`src/rtl/mult_div_unit.sv`:
```
// Iterative multiply/divide unit with HI/LO registers (MULT, MULTU, DIV, DIVU, MTHI, MTLO).
// Optional macro MDU_FAST_MULT_EN: single-edge multiply through a full-width multiplier;
// without it, multiply uses the 32-iteration shift-add datapath shared with the divider.
module mult_div_unit #(
  parameter int unsigned XLEN  = 32,
  parameter int unsigned CNT_W = 5
) (
  input  logic            clk,
  input  logic            rst_n,
  input  logic            start,
  input  logic [1:0]      op,
  input  logic [XLEN-1:0] rs_data,
  input  logic [XLEN-1:0] rt_data,
  input  logic            mthi,
  input  logic            mtlo,
  output logic            busy,
  output logic            done,
  output logic [XLEN-1:0] hi,
  output logic [XLEN-1:0] lo
);

  localparam int unsigned PW = 2 * XLEN;

  typedef enum logic [1:0] {IDLE = 2'd0, RUN = 2'd1, DONE = 2'd2} state_e;

  state_e            state_q, state_d;
  logic [CNT_W-1:0]  cnt_q, cnt_d;
  logic              last_q, last_d;
  logic              is_div_q, is_div_d;
  logic              neg_res_q, neg_res_d;
  logic              neg_rem_q, neg_rem_d;
  logic [PW-1:0]     p_q, p_d;
  logic [XLEN-1:0]   b_q, b_d;
  logic [XLEN-1:0]   hi_q, hi_d;
  logic [XLEN-1:0]   lo_q, lo_d;

  // Operand decode, one shift-add / restoring step, and sign fix-up
  logic            op_signed, op_div, a_neg, b_neg;
  logic [XLEN-1:0] a_mag, b_mag;
  logic [XLEN:0]   mul_sum, div_rem, div_diff;
  logic            div_ge;
  logic [PW-1:0]   mul_next, div_next, p_neg;
  logic [XLEN-1:0] q_fix, r_fix;

  always_comb begin
    op_signed = ~op[0];
    op_div    = op[1];
    a_neg     = op_signed & rs_data[XLEN-1];
    b_neg     = op_signed & rt_data[XLEN-1];
    a_mag     = a_neg ? (~rs_data + XLEN'(1)) : rs_data;
    b_mag     = b_neg ? (~rt_data + XLEN'(1)) : rt_data;

    mul_sum   = {1'b0, p_q[PW-1:XLEN]} + {1'b0, (p_q[0] ? b_q : XLEN'(0))};
    mul_next  = {mul_sum, p_q[XLEN-1:1]};

    div_rem   = {p_q[PW-1:XLEN], p_q[XLEN-1]};
    div_ge    = (div_rem >= {1'b0, b_q});
    div_diff  = div_rem - {1'b0, b_q};
    div_next  = {(div_ge ? div_diff[XLEN-1:0] : div_rem[XLEN-1:0]), p_q[XLEN-2:0], div_ge};

    p_neg     = ~p_q + PW'(1);
    q_fix     = neg_res_q ? (~p_q[XLEN-1:0] + XLEN'(1)) : p_q[XLEN-1:0];
    r_fix     = neg_rem_q ? (~p_q[PW-1:XLEN] + XLEN'(1)) : p_q[PW-1:XLEN];
  end

`ifdef MDU_FAST_MULT_EN
  logic [PW-1:0] fast_mag, fast_prod;

  // Full-width magnitude product with sign applied for the single-edge multiply
  always_comb begin
    fast_mag  = PW'(a_mag) * PW'(b_mag);
    fast_prod = (a_neg ^ b_neg) ? (~fast_mag + PW'(1)) : fast_mag;
  end
`endif

  // Next-state, datapath and HI/LO update
  always_comb begin
    state_d   = state_q;
    cnt_d     = cnt_q;
    last_d    = last_q;
    is_div_d  = is_div_q;
    neg_res_d = neg_res_q;
    neg_rem_d = neg_rem_q;
    p_d       = p_q;
    b_d       = b_q;
    hi_d      = hi_q;
    lo_d      = lo_q;

    if (state_q == RUN) begin
      if (!last_q) begin
        p_d    = is_div_q ? div_next : mul_next;
        cnt_d  = cnt_q + CNT_W'(1);
        last_d = (cnt_q == {CNT_W{1'b1}});
      end else begin
        if (is_div_q) begin
          lo_d = q_fix;
          hi_d = r_fix;
        end else begin
          {hi_d, lo_d} = neg_res_q ? p_neg : p_q;
        end
        last_d  = 1'b0;
        cnt_d   = '0;
        state_d = DONE;
      end
    end else begin
      state_d = IDLE;
      if (start) begin
        is_div_d  = op_div;
        neg_res_d = a_neg ^ b_neg;
        neg_rem_d = a_neg;
        p_d       = {XLEN'(0), a_mag};
        b_d       = b_mag;
        cnt_d     = '0;
        last_d    = 1'b0;
        if (op_div && (rt_data == XLEN'(0))) begin
          lo_d    = {XLEN{1'b1}};
          hi_d    = rs_data;
          state_d = DONE;
        end else begin
          state_d = RUN;
`ifdef MDU_FAST_MULT_EN
          if (!op_div) begin
            {hi_d, lo_d} = fast_prod;
            state_d      = DONE;
          end
`endif
        end
      end else begin
        if (mthi) hi_d = rs_data;
        if (mtlo) lo_d = rs_data;
      end
    end
  end

  // State and datapath registers
  always_ff @(posedge clk or negedge rst_n) begin
    if (!rst_n) begin
      state_q   <= IDLE;
      cnt_q     <= '0;
      last_q    <= 1'b0;
      is_div_q  <= 1'b0;
      neg_res_q <= 1'b0;
      neg_rem_q <= 1'b0;
      p_q       <= '0;
      b_q       <= '0;
      hi_q      <= '0;
      lo_q      <= '0;
    end else begin
      state_q   <= state_d;
      cnt_q     <= cnt_d;
      last_q    <= last_d;
      is_div_q  <= is_div_d;
      neg_res_q <= neg_res_d;
      neg_rem_q <= neg_rem_d;
      p_q       <= p_d;
      b_q       <= b_d;
      hi_q      <= hi_d;
      lo_q      <= lo_d;
    end
  end

  assign busy = (state_q == RUN);
  assign done = (state_q == DONE);
  assign hi   = hi_q;
  assign lo   = lo_q;

endmodule

```
`config.mk`:
```
export PLATFORM = sky130hd
export DESIGN_NAME = mult_div_unit
export DESIGN_NICKNAME = d
export VERILOG_FILES = /design/src/rtl/mult_div_unit.sv
export SDC_FILE = /design/constraint.sdc
export NUM_CORES = 1
export LEC_CHECK = 0
export ABC_CLOCK_PERIOD_IN_PS = 3550
export BUFFER_PORTS_ARGS = -buffer_cell sky130_fd_sc_hd__buf_4
export CORE_AREA = 2 2 206 208
export CTS_CLUSTER_DIAMETER = 200
export DETAILED_ROUTE_END_ITERATION = 16
export DIE_AREA = 0 0 208 210
export GPL_TIMING_DRIVEN = 0
export HOLD_SLACK_MARGIN = 0.12
export MAX_ROUTING_LAYER = met4
export PLACE_DENSITY = 0.65
export SYNTH_ARGS = -nofsm -noshare
export SYNTH_HDL_FRONTEND = slang
export SYNTH_SLANG_ARGS = --single-unit
export TNS_END_PERCENT = 50
```
`constraint.sdc`:
```
create_clock -name clk -period 3.55 [get_ports clk]
set_input_delay 0.355 -clock clk [delete_from_list [all_inputs] [get_ports clk]]
set_output_delay 0.355 -clock clk [all_outputs]
set_load 0.02 [all_outputs]
```
; Yosys cells after proc, flatten, opt, wreduce, memory -nomap -nowiden
; Cells that the tools add are included.
[totals]
regBits = 171
latch_bits = 0
ram_bits = 0
mem_bits_ro = 0
inputBits = 71
out_inout_bits = 66
word_cells = 77
mem_count = 0
[classes]
add_sub_neg = 8
n_mul = 0
n_div = 0
order_cmp = 1
n_eq_ne = 6
shift = 0
n_mux = 33
n_bitwise = 10
reduce_logical = 9
[ops]
columns = op, count
row1 = 2-to-1 mux 32 bit, 18
row2 = 2-to-1 mux 64 bit, 5
row3 = "adder 32 x 1 -> 32 bit, second input constant", 4
row4 = inverter 32 bit, 4
row5 = "adder 64 x 1 -> 64 bit, second input constant", 1
row6 = inverter 64 bit, 1
row7 = adder 32 x 32 -> 33 bit, 1
row8 = >= comparator 33 x 32 -> 1 bit, 1
row9 = zero test 32 bit, 1
row10 = subtractor 32 bit, 1
row11 = 2-to-1 mux 5 bit, 3
row12 = 2-to-1 mux 2 bit, 4
row13 = AND reduction 3 bit, 2
row14 = nonzero test 3 bit, 2
row15 = "adder 5 x 1 -> 5 bit, second input constant", 1
row16 = "== test 5 bit, second input constant", 1
row17 = AND reduction 2 bit, 2
row18 = 2-to-1 mux 1 bit, 3
row19 = "inequality test 3 x 1 -> 1 bit, second input constant", 1
row20 = AND 1 bit, 2
row21 = "== test 2 x 1 -> 1 bit, second input constant", 1
row22 = "== test 2 bit, second input constant", 1
row23 = "inequality test 2 x 1 -> 1 bit, second input constant", 1
row24 = "inequality test 2 bit, second input constant", 1
row25 = 4 further kinds, 5

; Logic depth before layout (Yosys ltp)
[logic_depth]
depth_word = 6
mapped_depth = 15
depth_no_buf = 14

; Least setup slack after synthesis
; OpenSTA, ideal clock, no wires.
[synth_path]
path_kind = register to register
start = reg p_q[0]
end = reg p_q[56]
setup_ns = 0.133
arrival_time_ns = 3.367
required_time_ns = 3.417
slack_ns = 0.050
path_stages_with_launch = 15
period_less_slack_ns = 3.500
path_cell_list = dfrtp_1 -> inv_1 -> clkbuf_1 -> nor2_1 -> ha_1 -> a21o_1 -> a31o_2 -> o2111ai_1 -> a21boi_0 -> o31a_1 -> or4b_2 -> a31oi_1 -> xnor2_1 -> a22oi_1 -> o21ai_0
[synth_between]
elab_chain_cells = 5
[synth_rtl]
columns = element, line
row1 = from (decl), 32  ; logic [PW-1:0] p_q, p_d;
row2 = from (signal assigned), 155  ; p_q <= p_d;
row3 = 2-to-1 mux 32 bit, 53  ; mul_sum = {1'b0, p_q[PW-1:XLEN]} + {1'b0, (p_q[0] ? b_q : XLEN'(0))};
row4 = adder 32 x 32 -> 33 bit, 53
row5 = 2-to-1 mux 64 bit, 91  ; p_d = is_div_q ? div_next : mul_next;
row6 = 2-to-1 mux 64 bit, 90  ; if (!last_q) begin
row7 = 2-to-1 mux 64 bit, 89  ; if (state_q == RUN) begin
; No other way between the ends. The select of a mux whose other input is x is not followed.
; A chain may end at the register's enable or synchronous reset.

; Worst setup path after layout
; Ends and elaborated chain as after synthesis.

==> impl_results.md <==
* Clock Skews at around 0.019 ns
* Final Cell Area at 17200 um2
* Worst path bufs/invs at 2
* Netlist cell types at 71
* Final WL at 55000 um
* Critical path launch point type: flop
* Met2 GRT Util at 0.401
* Hold Path Depth at 3
* Initial antenna violation count at 1
* Gpl congestion at roughly 0.95
* CTS root buf: clkbuf_16
* Period utilization at 0.988
* Maxcap violations at 0
* Flops & latches, synth at 171
* Worst hold path class: in -> reg
* Die width at roughly 210 um
* Std cell rows at 75
* WL per Instance at between 20 and 25 um
* DR vias/cell at 5.68
* GRT Overall Usage at 0.257
* Antenna Cells at 0
* Hold WS at 0.172 ns
* Unrepaired setup endpoints after global routing: yes
* Reg2Reg Depth at 14
* Run status: finished clean
* Min Tclk post-route at roughly 3.5 ns
* Final core utilization at 0.414
* Final setup vio count at 0
* Full die area at around 44000 um2
* Area occupied by registers at 4290 um2
* TritonCTS clock tree: done
* H-tree levels at 4
* Largest net degree at the start of global routing at 98
* Critical Path AT at 3.83 ns
* Fillers at 4299
* Initial Util at 0.344
* Worst Path Required at 3.88 ns
* First-pass detailed-route iteration total at 5
* Placed instance area at 16000 um2
* Seq/Total Area, Yosys at 0.300
* Share of cells above drive strength 1 at 0.146
* CP Class: reg -> reg
* I/O Buffers at 135
* Final hold viol count at 0
* Fmax at about 290 MHz
* DP Wirelength at about 43000 um
* Met3 Track Usage GR at 0.0317
* Vias in the first global route at 14100
* First-pass GRT wire length at 84600 um
* NumNets Final at ~2200
* Iteration-0 DRC Markers at 1061
* Total number of vias at 14700
* Crit path depth at 14
* Synthesized area at 14300 um2
* Worst path top cell family by delay: compound AO/OA/AOI/OAI gates
* GRT met1 Usage at 0.332
* Area Overhead vs Synth at 20.2%
* GR peak layer: met2
* Max transition margin at 0.364
* Total clock sinks at 171
* I/O pin total at 137
* CTS Buf Count at 17
* Max stage delay on crit path at 0.65 ns
* Slowest cell on crit path: or4b_2
* Warnings from Yosys at 0
* Mapped Cells at 1851
* Syn_nets at roughly 2000
* Gr ovfl total at 0
* Worst-path cell chain: clkinv_4 > clkbuf_8 > nor2_1 > ha_1 > a21o_1 > a31o_2 > o2111ai_4 > a21boi_2 > o31a_1 > or4b_2 > a31oi_2 > xnor2_1 > a22oi_1 > o21ai_0
* Post-synthesis area per instance at 7.72 um2
* Final Non-Filler Cells at 2584
* Drt drc at 0
* Core area at around 41000 um2
* Clk slew on worst S/H paths at around 0.070 ns
* Die span in y at 210 um
* Clock latency reported for the late side of the worst-skew pair at 0.47 ns
* CP max FO at 10
* Footprint of the multi-input gates at 9640 um2
* R2r setup slk at 0.04 ns
* Max Slew Vio Count at 0
* DP Cell Count at 2526
* Synth async-reset ratio at 1.00
* Slew @ Worst Pin at 0.954 ns
* ANT nets after route at 0
* Synth Flop Type: dfrtp_1
* Number of synthesized flops with an enable pin at 0
* CP endpoint kind: flop
* CTS max path bufs at 2
-- sequential cells by signal (all words and copies together) (netlist names) --
register	count
hi	32
neg_res_q	1
neg_rem_q	1
last_q	1
is_div_q	1
cnt_q	5
b_q	32
state_q	2
p_q	64
lo	32
-- per-stage QoR --
stage	setup TNS (ns)	setup WS (ns)
final	0	0.0419
after global routing	-0.122	-0.0555
after CTS	-0.000298	-0.000298
after detailed placement	-34.15	-0.829
after global placement	-31.43	-0.795
after floorplan	0	0.0497
-- layout make-up --
cell class                 count  area share
sequential                   171       0.250
inverter                      61      0.0136
tap                          539      0.0393
multi-input combinational   1509       0.561
clock inverter                12     0.00656
clock buffer                  19      0.0264
timing repair buffer         165      0.0746
buffer                       108      0.0282
-- synthesized netlist by cell type (15+ instances only) --
cell type | n | area (um2)
mux2i_1 | 47 | 470
a21oi_1 | 133 | 666
dfrtp_1 | 171 | 4280
xor2_1 | 49 | 429
clkbuf_1 | 93 | 349
a31oi_1 | 16 | 100
nor3_1 | 27 | 135
ha_1 | 70 | 876
xnor2_1 | 121 | 1060
inv_1 | 60 | 225
nand2b_1 | 18 | 113
o31ai_1 | 25 | 188
a21o_1 | 23 | 173
or3_1 | 42 | 263
nor2_1 | 149 | 559
o211ai_1 | 15 | 113
nand3_1 | 30 | 150
o21ai_1 | 18 | 90.1
nand2_1 | 248 | 931
and3_1 | 16 | 100
a22oi_1 | 15 | 113
o21ai_0 | 261 | 1310
-- per-layer routing --
metal	part of all wire	wire, um
met3	0.062	3410
met2	0.46	25000
met4	0.048	2660
met5	0	0
met1	0.43	23900
-- kinds of logic (layout without fill, tap and decap cells) --
kind of cell,count (synthesis),in the layout,share of synthesized area
AO/OA/AOI/OAI,605,605,0.250
XOR/XNOR,170,170,0.104
adder cells (fa/ha/maj),72,72,0.0641
buffers and inverters,171,365,0.0464
flip-flops,171,171,0.300
multiplexers,53,53,0.0377
AND/OR/NAND/NOR,609,609,0.198
-- path summary, 6_finish.rpt --
path | end | start
max in group asynchronous | p_q[37] | rst_n
max | p_q[56] | p_q[0]
min in group asynchronous | lo[12] | rst_n
max reg2reg | p_q[56] | p_q[0]
min | is_div_q | op[1]
min reg2reg | b_q[13] | b_q[13]
-- worst reg2reg max path, stage by stage, from the launching register on --
cell       delay (ns)
dfrtp_2          0.41
clkinv_4         0.11
clkbuf_8         0.18
nor2_1           0.13
ha_1             0.28
a21o_1           0.21
a31o_2           0.28
o2111ai_4        0.23
a21boi_2         0.11
o31a_1           0.28
or4b_2           0.65
a31oi_2          0.17
xnor2_1          0.08
a22oi_1          0.13
o21ai_0          0.11
-- repair_timing --
action | CTS | global route
hold buffers | 1 | 0
pin swaps | 6 | 21
setup endpoints to repair | 67 | 59
endpoints found under the hold margin | 74 | 0
buffers inserted | 8 | 20
gates resized for setup | 47 | 67
-- placed cells by master, fill, tap and decap left out, types with 7 or more instances in the layout --
master,synthesis,routed
o211ai_1,15,15
a31oi_1,16,15
nor2b_1,10,10
dfrtp_2,0,12
clkbuf_1,93,86
nand4_1,9,9
xor2_1,49,48
buf_4,0,164
nand3_1,30,29
a22oi_1,15,14
o21ai_0,261,250
a21o_1,23,23
inv_1,60,57
ha_1,70,62
o21bai_1,9,9
nor2_1,149,147
o31ai_1,25,22
and2_1,8,8
and3_1,16,16
nand2b_1,18,17
xnor2_1,121,119
mux2i_1,47,47
clkbuf_16,0,17
o21ai_1,18,23
o22ai_1,11,11
nand2_1,248,248
a21oi_1,133,127
o21a_1,12,12
or4_1,14,13
ha_2,0,7
a211oi_1,14,12
nor4_1,14,9
nor3_1,27,24
buf_1,10,9
dfrtp_1,171,159
o41ai_1,13,13
or3_1,42,38
Power is left out: the tool's default activity adds up to more than one toggle a clock period on the data nets, which glitch-free logic cannot reach.
